`src/rtl/lcd_pkg.sv`:
```
// lcd_pkg -- shared definitions for the LCD host command sequencer.
//
// Contents:
//   CMD_*          host/LCD command codes (display, load, four shifts)
//   IMG_BYTES      number of image bytes streamed from ROM on a load
//   LAST_ADDR      ROM address of the final image byte
//   lcd_state_t    sequencer FSM state encoding
//   is_legal_cmd   true for the six defined command codes (0..5)
package lcd_pkg;

    localparam logic [2:0] CMD_DISP  = 3'd0;
    localparam logic [2:0] CMD_LOAD  = 3'd1;
    localparam logic [2:0] CMD_RIGHT = 3'd2;
    localparam logic [2:0] CMD_LEFT  = 3'd3;
    localparam logic [2:0] CMD_UP    = 3'd4;
    localparam logic [2:0] CMD_DOWN  = 3'd5;

    localparam int         IMG_BYTES = 36;
    localparam logic [5:0] LAST_ADDR = 6'(IMG_BYTES - 1);

    typedef enum logic [1:0] {
        IDLE    = 2'd0,
        LOAD    = 2'd1,
        WAIT_HI = 2'd2,
        WAIT_LO = 2'd3
    } lcd_state_t;

    function automatic logic is_legal_cmd(input logic [2:0] code);
        return (code <= CMD_DOWN);
    endfunction

endpackage

```
`src/rtl/lcd_cmd_fifo.sv`:
```
// lcd_cmd_fifo -- small command queue between the host and the sequencer FSM.
//
// Ports:
//   clk, reset   single clock, synchronous active-high reset (empties queue)
//   push, din    write din at the tail (ignored while full)
//   pop          drop the head entry (ignored while empty)
//   dout         head entry, combinational from registered storage
//   full, empty  occupancy flags
//
// FIFO_DEPTH must be a power of two (>= 2) so the pointers wrap naturally.
module lcd_cmd_fifo #(
    parameter int FIFO_DEPTH = 4,
    parameter int DATA_W     = 3
) (
    input  logic              clk,
    input  logic              reset,
    input  logic              push,
    input  logic              pop,
    input  logic [DATA_W-1:0] din,
    output logic [DATA_W-1:0] dout,
    output logic              full,
    output logic              empty
);

    localparam int PTR_W = $clog2(FIFO_DEPTH);
    localparam int CNT_W = $clog2(FIFO_DEPTH) + 1;

    logic [DATA_W-1:0] mem_reg [FIFO_DEPTH];
    logic [PTR_W-1:0]  wr_ptr_reg;
    logic [PTR_W-1:0]  rd_ptr_reg;
    logic [CNT_W-1:0]  count_reg;

    logic do_push;
    logic do_pop;

    assign full    = (count_reg == CNT_W'(FIFO_DEPTH));
    assign empty   = (count_reg == '0);
    assign do_push = push && !full;
    assign do_pop  = pop && !empty;
    assign dout    = mem_reg[rd_ptr_reg];

    // Storage carries no reset: an entry is only ever read after being written.
    always_ff @(posedge clk) begin
        if (do_push) begin
            mem_reg[wr_ptr_reg] <= din;
        end
    end

    always_ff @(posedge clk) begin
        if (reset) begin
            wr_ptr_reg <= '0;
            rd_ptr_reg <= '0;
            count_reg  <= '0;
        end else begin
            if (do_push) begin
                wr_ptr_reg <= wr_ptr_reg + PTR_W'(1);
            end
            if (do_pop) begin
                rd_ptr_reg <= rd_ptr_reg + PTR_W'(1);
            end
            // Simultaneous push and pop leaves the occupancy unchanged.
            case ({do_push, do_pop})
                2'b10:   count_reg <= count_reg + CNT_W'(1);
                2'b01:   count_reg <= count_reg - CNT_W'(1);
                default: count_reg <= count_reg;
            endcase
        end
    end

endmodule

```
`src/rtl/lcd_host_seq.sv`:
```
// lcd_host_seq -- queues host commands and sequences them to an LCD controller.
//
// A command is issued (single-cycle cmd_valid) only from IDLE when the queue
// holds something and the controller is not busy. A load additionally streams
// the 36-byte image: rom_addr 0..35 over the issue cycle and the following
// 35 cycles, with ROM data passed straight through to datain. After every
// command the FSM waits for busy to rise and then fall before issuing again.
//
// Ports:
//   clk, reset                  single clock, synchronous active-high reset
//   host_cmd, host_cmd_valid    host command offer
//   host_cmd_ready              queue not full (push = valid && ready)
//   rom_rd, rom_addr, rom_data  image ROM interface (data one cycle after rd)
//   cmd, cmd_valid, datain      command / image byte to the LCD controller
//   busy                        LCD controller busy flag
//   seq_idle                    queue empty and FSM in IDLE
//   cmd_err                     only with LCD_HOST_SEQ_CMD_FILTER_EN: pulses the
//                               cycle after a push of code 6 or 7, which is
//                               dropped instead of queued
//
// Optional feature macro: LCD_HOST_SEQ_CMD_FILTER_EN
module lcd_host_seq
    import lcd_pkg::*;
#(
    parameter int FIFO_DEPTH = 4
) (
    input  logic       clk,
    input  logic       reset,
    input  logic [2:0] host_cmd,
    input  logic       host_cmd_valid,
    output logic       host_cmd_ready,
    output logic       rom_rd,
    output logic [5:0] rom_addr,
    input  logic [7:0] rom_data,
    output logic [2:0] cmd,
    output logic       cmd_valid,
    output logic [7:0] datain,
    input  logic       busy,
    output logic       seq_idle
`ifdef LCD_HOST_SEQ_CMD_FILTER_EN
    ,
    output logic       cmd_err
`endif
);

    lcd_state_t state_reg;
    lcd_state_t state_next;
    logic [5:0] load_cnt_reg;
    logic [5:0] load_cnt_next;

    logic       push_fire;
    logic       fifo_push;
    logic       fifo_pop;
    logic [2:0] fifo_head;
    logic       fifo_full;
    logic       fifo_empty;

    assign host_cmd_ready = !fifo_full;
    assign push_fire      = host_cmd_valid && host_cmd_ready;

`ifdef LCD_HOST_SEQ_CMD_FILTER_EN
    logic cmd_err_reg;
    logic cmd_illegal;

    // Illegal codes are accepted (ready is unaffected) but never stored.
    assign cmd_illegal = !is_legal_cmd(host_cmd);
    assign fifo_push   = push_fire && !cmd_illegal;
    assign cmd_err     = cmd_err_reg;

    always_ff @(posedge clk) begin
        if (reset) begin
            cmd_err_reg <= 1'b0;
        end else begin
            cmd_err_reg <= push_fire && cmd_illegal;
        end
    end
`else
    assign fifo_push = push_fire;
`endif

    lcd_cmd_fifo #(
        .FIFO_DEPTH (FIFO_DEPTH),
        .DATA_W     (3)
    ) u_cmd_fifo (
        .clk   (clk),
        .reset (reset),
        .push  (fifo_push),
        .pop   (fifo_pop),
        .din   (host_cmd),
        .dout  (fifo_head),
        .full  (fifo_full),
        .empty (fifo_empty)
    );

    always_ff @(posedge clk) begin
        if (reset) begin
            state_reg    <= IDLE;
            load_cnt_reg <= '0;
        end else begin
            state_reg    <= state_next;
            load_cnt_reg <= load_cnt_next;
        end
    end

    always_comb begin
        state_next    = state_reg;
        load_cnt_next = load_cnt_reg;
        cmd_valid     = 1'b0;
        cmd           = CMD_DISP;
        rom_rd        = 1'b0;
        rom_addr      = '0;
        fifo_pop      = 1'b0;

        case (state_reg)
            IDLE: begin
                if (!fifo_empty && !busy) begin
                    cmd_valid = 1'b1;
                    cmd       = fifo_head;
                    fifo_pop  = 1'b1;
                    if (fifo_head == CMD_LOAD) begin
                        // Address 0 goes out in the issue cycle itself, so
                        // the LOAD state continues from address 1.
                        rom_rd        = 1'b1;
                        rom_addr      = '0;
                        load_cnt_next = 6'd1;
                        state_next    = LOAD;
                    end else begin
                        state_next = WAIT_HI;
                    end
                end
            end

            LOAD: begin
                rom_rd   = 1'b1;
                rom_addr = load_cnt_reg;
                if (load_cnt_reg == LAST_ADDR) begin
                    load_cnt_next = '0;
                    state_next    = WAIT_HI;
                end else begin
                    load_cnt_next = load_cnt_reg + 6'd1;
                end
            end

            // Busy is ignored during LOAD; the handshake starts afterwards.
            WAIT_HI: begin
                if (busy) begin
                    state_next = WAIT_LO;
                end
            end

            WAIT_LO: begin
                if (!busy) begin
                    state_next = IDLE;
                end
            end

            default: begin
                state_next = IDLE;
            end
        endcase
    end

    assign datain   = rom_data;
    assign seq_idle = fifo_empty && (state_reg == IDLE);

endmodule

```
`config.mk`:
```
export PLATFORM = sky130hd
export DESIGN_NAME = lcd_host_seq
export DESIGN_NICKNAME = d
export VERILOG_FILES = /design/src/rtl/lcd_pkg.sv /design/src/rtl/lcd_cmd_fifo.sv /design/src/rtl/lcd_host_seq.sv
export SDC_FILE = /design/constraint.sdc
export NUM_CORES = 1
export LEC_CHECK = 0
export BUFFER_PORTS_ARGS = -buffer_cell sky130_fd_sc_hd__buf_2
export CORE_MARGIN = 8
export CORE_UTILIZATION = 23
export CTS_CLUSTER_DIAMETER = 200
export DETAILED_ROUTE_END_ITERATION = 7
export PLACE_DENSITY = 0.41
export SKIP_LAST_GASP = 1
export SYNTH_ARGS = -nofsm -noshare
export SYNTH_HDL_FRONTEND = slang
export SYNTH_SLANG_ARGS = --single-unit
export TNS_END_PERCENT = 100
```
`constraint.sdc`:
```
create_clock -name clk -period 3.3 [get_ports clk]
set_input_delay 0.66 -clock clk [delete_from_list [all_inputs] [get_ports clk]]
set_output_delay 0.66 -clock clk [all_outputs]
set_load 0.01 [all_outputs]
```
After elaboration in Yosys (flattened, before gate mapping)
Memories as Yosys holds them, arrays and structs flattened. A register that Yosys moved wholly into a read port is not among the register bits. Cells that the tools add are included.

Output and inout port bits: 21. Register bits: 15. Word-level logic and storage cells: 61. Memories kept: 1. Bits in writable memories: 12. Bits of input ports: 15.

Mux-type cells: 23. Equality and inequality tests: 13. Reduce and logical (&&, ||, !) cells: 14. $add $sub $neg: 5.

Memory list: u_cmd_fifo.mem_reg (words 4, bits a word 3, read ports 1, clocked after memory_dff 1, write ports 1, line lcd_cmd_fifo.sv:28) `logic [DATA_W-1:0] mem_reg [FIFO_DEPTH];`.

Operators by type and width (count): $mux 6 (4); $mux 2 (7); $pmux 6 s2 (1); $ne 2x2->1 const B (5); $pmux 2 s4 (1); $add 6x1->6 const B (1); $eq 2x2->1 const B (3); $eq 6x6->1 const B (1); $mux 1 (6); $mux 3 (2); $pmux 3 s2 (1); $logic_and 1x1->1 (5); $add 2x1->2 const B (2); $eq 2x1->1 const B (2); $reduce_and 4->1 (1); $reduce_bool 2->1 (2); $add 3x1->3 const B (1); $eq 3x1->1 const B (1); $eq 3x3->1 const B (1); $logic_not 1->1 (3); $logic_not 3->1 (1); $reduce_and 3->1 (1); $sub 3x1->3 const B (1); $logic_not 2->1 (1); $pmux 1 s2 (1).

Longest topological paths before layout
Gate-level depths: netlist of the first run.

Depth in word-level cells: 8. Gate-level depth with buffers: 10. Mapped depth without buffers: 10.

Modules after synthesis
From an unflattened synthesis of the first run, not the netlist that was laid out.

Cell total of the unflattened synthesis: 153. Area, all modules: 1610.3 um2.

Modules (own cells, without submodules): lcd_cmd_fifo (cells an instance 69, area each 913.4 um2, times used 1, seq. area each 540.5 um2); lcd_host_seq (cells an instance 84, area each 696.9 um2, times used 1, seq. area each 160.2 um2).

Worst setup path after synthesis of the first run
OpenSTA, ideal clock, no wires.

Kind: input to register. Start point: input port busy. End point: register u_cmd_fifo.count_reg[2]. Required time: 3.230 ns. Data arrival time: 2.257 ns. Slack: 0.974 ns. Cell stages on the path: 7. Path buffers: 0. Setup time: 0.070 ns. Cell sequence: nor3b_2 ha_1 inv_1 fa_1 xor2_1 or3_1 a21oi_1.

Word-level cells in the longest chain between the ends: 7. Elaborated cells between the ends (all ways): 9. Classes of those cells: eq/ne (2); mux (3); reduce/logical (4).

Ends and longest elaborated chain: from (decl) (line lcd_host_seq.sv:38) `input logic busy,`; $logic_not 1->1 *; $logic_and 1x1->1 * (line lcd_host_seq.sv:116) `if (!fifo_empty && !busy) begin`; $mux 1 * (line lcd_host_seq.sv:116); $mux 1 * (line lcd_host_seq.sv:114) `case (state_reg)`; $logic_and 1x1->1 * (line lcd_cmd_fifo.sv:39) `assign do_pop = pop && !empty;`; $eq 2x1->1 or $eq 2x2->1 (tied branches) (line lcd_cmd_fifo.sv:62) `case ({do_push, do_pop})`; $pmux 3 s2 or $reduce_bool 2->1 (tied branches); to (signal assigned) (line lcd_cmd_fifo.sv:63) `2'b10: count_reg <= count_reg + CNT_W'(1);`; to (signal assigned) (line lcd_cmd_fifo.sv:64) `2'b01: count_reg <= count_reg - CNT_W'(1);`; to (signal assigned) (line lcd_cmd_fifo.sv:65) `default: count_reg <= count_reg;`; to (decl) (line lcd_cmd_fifo.sv:31) `logic [CNT_W-1:0] count_reg;`.

Mark *: on every way between the ends. The rest lies on a longest branch, timed or not. A chain may end at the register's enable or synchronous reset.

==> results of run 1 <==
## worst register-to-register path, stage by stage, from the launching register on
cell,delay (ps)
dfxtp_1,340
inv_1,110
ha_1,270
nor3b_2,190
buf_4,170
ha_1,200
inv_1,60
fa_1,380
xor2_1,160
or3_1,300
a21oi_1,140
## worst min path at each step
| stage | slack (ps) | depth (start not counted) | startpoint | to |
|---|---|---|---|---|
| after floorplan | 450 | 2 | load_cnt_reg[1] | load_cnt_reg[1] |
| after detailed placement | 500 | 2 | u_cmd_fifo.wr_ptr_reg[1] | u_cmd_fifo.wr_ptr_reg[1] |
| after global placement | 490 | 2 | load_cnt_reg[1] | load_cnt_reg[1] |
| after CTS | 510 | 2 | u_cmd_fifo.wr_ptr_reg[1] | u_cmd_fifo.wr_ptr_reg[1] |
| after global routing | 540 | 2 | load_cnt_reg[1] | load_cnt_reg[1] |
| final | 500 | 2 | u_cmd_fifo.wr_ptr_reg[1] | u_cmd_fifo.wr_ptr_reg[1] |
## layer usage
layer  global-route usage  vias to the layer above  share of wire
li1                     -                      535              -
met1               0.0791                      495           0.48
met2                0.104                       26           0.45
met3               0.0204                        8          0.040
met4               0.0484                        0          0.027
met5                    0                        -              0
## logic make-up (layout without fill, tap and decap cells)
logic type / Yosys count / in the layout / synth area share
buffers and inverters: 21 / 38 / 0.0851
AO/OA/AOI/OAI: 20 / 20 / 0.0772
XOR/XNOR: 5 / 5 / 0.0278
multiplexers: 6 / 6 / 0.0644
flip-flops: 29 / 29 / 0.446
adder cells (fa/ha/maj): 12 / 12 / 0.100
AND/OR/NAND/NOR: 56 / 56 / 0.200
## per-stage QoR
step | worst slack [ps] | util | instance area [sq um] | power [mW] | hold slack (ps)
5_1_grt | 675 | 0.263 | 1770 | 1.42 | 535
6_report | 776 | 0.263 | 1770 | 1.31 | 499
3_3_place_gp | 917 | 0.250 | 1680 | 1.06 | 486
2_1_floorplan | 974 | - | 1570 | 0.915 | 454
3_5_place_dp | 846 | 0.250 | 1680 | 1.05 | 497
4_1_cts | 729 | 0.263 | 1770 | 1.34 | 507
## cells in the mapped netlist
cell | instances | share of area
ha_1 | 11 | 0.088
a2bb2oi_2 | 1 | 0.0095
and3_1 | 5 | 0.020
xnor2_1 | 2 | 0.011
or4_1 | 1 | 0.0048
or4b_1 | 1 | 0.0064
fa_1 | 1 | 0.013
or2_2 | 1 | 0.0040
mux4_1 | 1 | 0.017
nor3b_4 | 1 | 0.012
dfxtp_1 | 17 | 0.22
or3_1 | 1 | 0.0040
xor2_1 | 3 | 0.017
nand3b_1 | 2 | 0.0095
mux4_2 | 2 | 0.029
nand3_1 | 3 | 0.0095
buf_4 | 8 | 0.038
a211oi_1 | 1 | 0.0048
and2_2 | 2 | 0.0095
o32ai_1 | 1 | 0.0056
a211o_1 | 1 | 0.0056
edfxtp_1 | 12 | 0.23
nor3_1 | 2 | 0.0064
clkbuf_8 | 1 | 0.0087
nand2_1 | 9 | 0.021
nor3b_1 | 1 | 0.0048
o21ai_0 | 5 | 0.016
and2_1 | 10 | 0.040
buf_6 | 2 | 0.014
a31oi_1 | 1 | 0.0040
nor2_1 | 15 | 0.036
nor3b_2 | 1 | 0.0080
inv_1 | 10 | 0.024
mux2i_1 | 3 | 0.019
a21oi_1 | 10 | 0.032
nor2b_1 | 1 | 0.0040
## power by group through the flow
| stage | clock network [mW] | logic [mW] | registers (mW) |
|---|---|---|---|
| final | 0.280 | 0.544 | 0.488 |
| after global routing | 0.306 | 0.619 | 0.497 |
| after CTS | 0.294 | 0.555 | 0.489 |
| after detailed placement | 0 | 0.551 | 0.497 |
| after global placement | 0 | 0.561 | 0.497 |
| after floorplan | 0 | 0.431 | 0.484 |
## final cells by class
class | count | area [sq um] | area share
clock buffers | 5 | 68.8 | 0.0390
multi-input cells | 99 | 738 | 0.418
clock inverters | 3 | 17.5 | 0.00992
repair buffers | 20 | 103 | 0.0581
flip-flops and latches | 29 | 701 | 0.397
well taps | 80 | 100 | 0.0567
inverters | 10 | 37.5 | 0.0213
==> flow_metrics.tcl, run 1 <==
set metrics [dict create \
    synth_area_sq_um 1570 \
    synth_cell_types 36 \
    die_x_um 98.7 \
    worstPathCellList "mux4_2, nor3b_4, nand2_1, nand2_1, buf_2" \
    io_buffers 19 \
    vias_per_cell 4.33 \
    r2r_slack_ps 920 \
    r2r_start "state_reg[0]" \
    max_freq_mhz 396 \
    avgSynthCellArea_sq_um 10.6 \
    min_period_ps 2520 \
    slowest_stage "mux4_2" \
    syn_to_final_growth_pct 12.3 \
    start_kind "flop" \
    p_comb_frac 0.414 \
    internal_power_mw 0.828 \
    vias 1064 \
    p_leak_nw 0.710 \
    root_buffer "clkbuf_8" \
    fin_cells 246 \
    fin_nets 192 \
    dpl.hpwl_mm 2.41 \
    io_pins 36 \
    crit_fanout 4 \
    post_cts_resize_count 0 \
    clk_pin_slew_ps 70 \
    drv_cap 0 \
    end_kind "output pin" \
    crit_arrival_ps 1860 \
    track_usage 0.0677 \
    die_h_um 98.7 \
    grt_overflow_total 0 \
    cts_tree "built" \
    drt_pass1_iterations 4 \
    row_count 30 \
    n_antenna_cell 0 \
    insertion_delay_ps 280 \
    fillers 714 \
    layout-drive-gt1-share 0.217 \
    layout_common_cells "buf_2, dfxtp_1, nor2_1, edfxtp_1, ha_1" \
    power_frac_clock 0.214 \
    dpl.cell_count 238 \
    final_common_cell "buf_2" \
    setup-violations-final 0 \
    worstPathRequired_ps 2640 \
    gp_congestion 0.700 \
    remaining_drc_errors 0 \
    grt_pass1_vias 1054 \
    cts_sinks 29 \
    worst_pin_slew_ps 583 \
    grt_max_degree 18 \
    worstRegToRegCells 10 \
    crit_type "flop to output pin" \
    synthesis.nets 176 \
    vdd_drop_max_mv 0.197 \
    cts_post_setup_buffers_inserted 0 \
    fin_skew_ps 5.02 \
    grt_setup_unrepaired "no" \
    clockBufferDepth 2 \
    crit_cells 5 \
    core_area_sq_um 6720 \
    r2r-end "u_cmd_fifo.count_reg[2]" \
    start_util 0.234 \
    ant_nets 0 \
    max_slew_margin 0.609 \
    ys_ff_latch 29 \
    path_buf_inv 1 \
    drv_slew 0 \
    status "finished, final reports clean" \
    cts_made_buffers 5 \
    fin_setup_tns_ps 0 \
    dieArea_sq_um 9740 \
    max_stage_delay_ps 570 \
    hp-class "flop to flop" \
    synthCells 149 \
    seq_area_frac_synth 0.446 \
    min_period_over_period 0.765 \
    antenna_found_initial 0 \
    grt_pass1_wl_mm 5.16 \
    hold_violations 0 \
    p_per_area_nw_per_um2 743 \
    cts_hold_buf 0 \
    routed_wirelength_mm 3.13 \
    largest_reg_flops 12 \
    dr.first_iter.drc_count 25 \
    cts-htree-levels 2 \
    crit_top_cell "nand2_1" \
    wire_per_inst_um 12.7 \
    ys_warn_count 0 \
    crit_end "rom_rd" \
    switchingPower_mw 0.485 \
    path_delay_family "multiplexers" \
    swShare 0.369 \
    seqPwrFrac 0.372 \
]
No activity file was read; power rests on OpenSTA's default activity.
==> run 2, diff against run 1 <==
--- a/config.mk
+++ b/config.mk
@@ -10,7 +10,7 @@
 export CORE_UTILIZATION = 23
 export CTS_CLUSTER_DIAMETER = 200
 export DETAILED_ROUTE_END_ITERATION = 7
-export PLACE_DENSITY = 0.41
+export PLACE_DENSITY = 0.42
 export SKIP_LAST_GASP = 1
 export SYNTH_ARGS = -nofsm -noshare
 export SYNTH_HDL_FRONTEND = slang
==> constraint.sdc (replaced) <==
create_clock -name clk -period 2.2 [get_ports clk]
set_input_delay 0.44 -clock clk [delete_from_list [all_inputs] [get_ports clk]]
set_output_delay 0.44 -clock clk [all_outputs]
set_load 0.01 [all_outputs]
==> run 2 against run 1 <==
  * Register-to-register slack got worse by 800 ps
  * Non-clock buffer count rose by 9
  * Sequential share of layout area fell by 2.3 points
  * Combinational power rose by 78%
  * First-iteration DRC count fell by 16%
  * Global-route usage rose by 0.11 points
  * Count of clock-buffer cells in the layout did not move
  * Critical path depth did not move
  * Die area did not move
  * Critical path type unchanged
==> flow_metrics.tcl, run 2 (same netlist as run 1, synthesis figures left out) <==
set metrics [dict create \
    status "finished, final reports clean" \
    n_antenna_cell 0 \
    wire_per_inst_um 12.4 \
    clockBufferDepth 2 \
    vias_per_cell 4.24 \
    max_slew_margin 0.761 \
    io_buffers 19 \
    grt_overflow_total 0 \
    hold_path_depth 1 \
    seqPwrFrac 0.332 \
    dpl.hpwl_mm 2.42 \
    p_leak_nw 0.772 \
    syn_to_final_growth_pct 21.2 \
    worstPathRequired_ps 1760 \
    start_util 0.234 \
    drt_pass1_iterations 5 \
    fin_setup_tns_ps 0 \
    grt_pass1_wl_mm 5.23 \
    drv_slew 0 \
    ant_nets 0 \
    insertion_delay_ps 280 \
    internal_power_mw 1.50 \
    crit_arrival_ps 1690 \
    layout_common_cells "buf_2, nor2_1, edfxtp_1, dfxtp_1, buf_4" \
    crit_type "flop to output pin" \
    layout-drive-gt1-share 0.331 \
    hp-class "input port to flop" \
    fin_nets 201 \
    cts_made_buffers 5 \
    drv_cap 0 \
    final_common_cell "buf_2" \
    cts_sinks 29 \
    swShare 0.343 \
    end_kind "output pin" \
    r2r-end "u_cmd_fifo.count_reg[2]" \
    fillers 703 \
    min_period_ps 2130 \
    vias 1082 \
    hold_path_end "u_cmd_fifo.mem_reg[3][0]" \
    power_frac_clock 0.243 \
    antenna_found_initial 0 \
    fin_skew_ps 7.24 \
    min_period_over_period 0.967 \
    crit_fanout 3 \
    regArea_sq_um 713 \
    core_area_sq_um 6720 \
    cts_tree "built" \
    dr.first_iter.drc_count 21 \
    p_per_area_nw_per_um2 1200 \
    io_pins 36 \
    start_kind "flop" \
    grt_pass1_vias 1074 \
    die_x_um 98.7 \
    p_comb_frac 0.425 \
    dieArea_sq_um 9740 \
    worst_pin_slew_ps 358 \
    gp_congestion 0.742 \
    r2r_slack_ps 120 \
    switchingPower_mw 0.782 \
    r2r_start "u_cmd_fifo.count_reg[0]" \
    largest_reg_flops 12 \
    hold_violations 0 \
    max_freq_mhz 470 \
    cts-htree-levels 2 \
    grt_max_degree 18 \
    die_h_um 98.7 \
    worstRegToRegCells 9 \
    setup-violations-final 0 \
    row_count 30 \
    grt_setup_unrepaired "yes" \
    worstHoldStart "host_cmd[0]" \
    routed_wirelength_mm 3.15 \
    multiInputGateArea_sq_um 768 \
    root_buffer "clkbuf_8" \
    vdd_drop_max_mv 0.299 \
    p_total_mw 2.28 \
    remaining_drc_errors 0 \
    clk_pin_slew_ps 70 \
    track_usage 0.0688 \
]
==> run 2: cell count changes in the layout (fill, tap and decap cells not counted), moves of 2 or more <==
cell	delta
dfxtp_1	-6
ha_1	-2
clkinv_2	-2
dfxtp_4	+2
inv_1	-2
buf_4	+9
dfxtp_2	+4
==> run 2: stage by stage <==
step | std cells | instance area [sq um] | hold slack [ps] | setup WS (ps) | util
after detailed placement | 246 | 1760 | 485 | 17.5 | 0.262
after global placement | 246 | 1760 | 492 | 35.7 | 0.262
final | 255 | 1910 | 371 | 72.4 | 0.284
after floorplan | 149 | 1590 | 454 | 5.88 | -
after global routing | 255 | 1910 | 369 | -18.1 | 0.284
after CTS | 255 | 1880 | 364 | 4.89 | 0.280
==> run 2: worst max-delay path by stage <==
stage / startpoint / to / slack (ps) / cells after the start
2_1_floorplan: state_reg[1] / u_cmd_fifo.count_reg[2] / 6 / 9
3_3_place_gp: state_reg[1] / u_cmd_fifo.count_reg[2] / 40 / 9
3_5_place_dp: state_reg[1] / u_cmd_fifo.count_reg[2] / 20 / 9
4_1_cts: state_reg[1] / u_cmd_fifo.count_reg[2] / 5 / 9
5_1_grt: flop / rom_rd / -20 / 5
6_report: flop / rom_rd / 70 / 5
==> run 2: area by class of cell <==
cell class | count | area share
inverter | 10 | 0.0210
timing repair buffer | 29 | 0.0892
sequential | 29 | 0.374
clock inverter | 3 | 0.0243
multi-input combinational | 99 | 0.403
clock buffer | 5 | 0.0361
tap | 80 | 0.0525
==> run 2: repair_timing <==
item                                    4_1_cts  5_1_grt
setup buffers                                 1        0
hold endpoints to repair                      0        0
endpoints found under the setup margin        1        2
hold buffers                                  0        0
gates resized for setup                       1       13
pin swaps                                     1        4
==> run 2: routing by layer <==
layer / GRT usage / vias up / routed length, um
met5: 0 / - / 0
met2: 0.111 / 22 / 1500
li1: - / 555 / -
met1: 0.0772 / 501 / 1450
met3: 0.0226 / 4 / 139
met4: 0.0425 / 0 / 65
==> run 2: power groups by stage <==
stage / Clock [mW] / Sequential (mW) / Combinational [mW]
global placement: 0 / 0.745 / 0.971
floorplan: 0 / 0.726 / 0.690
CTS: 0.570 / 0.738 / 0.975
global route: 0.589 / 0.775 / 1.10
detailed placement: 0 / 0.747 / 0.957
finish: 0.555 / 0.756 / 0.968
==> run 2: worst max-delay path, cell delays in order (launching register included) <==
cell,delay [ps]
dfxtp_4,370
mux4_2,540
nor3b_4,230
nand2_1,80
nand2_1,60
buf_2,130
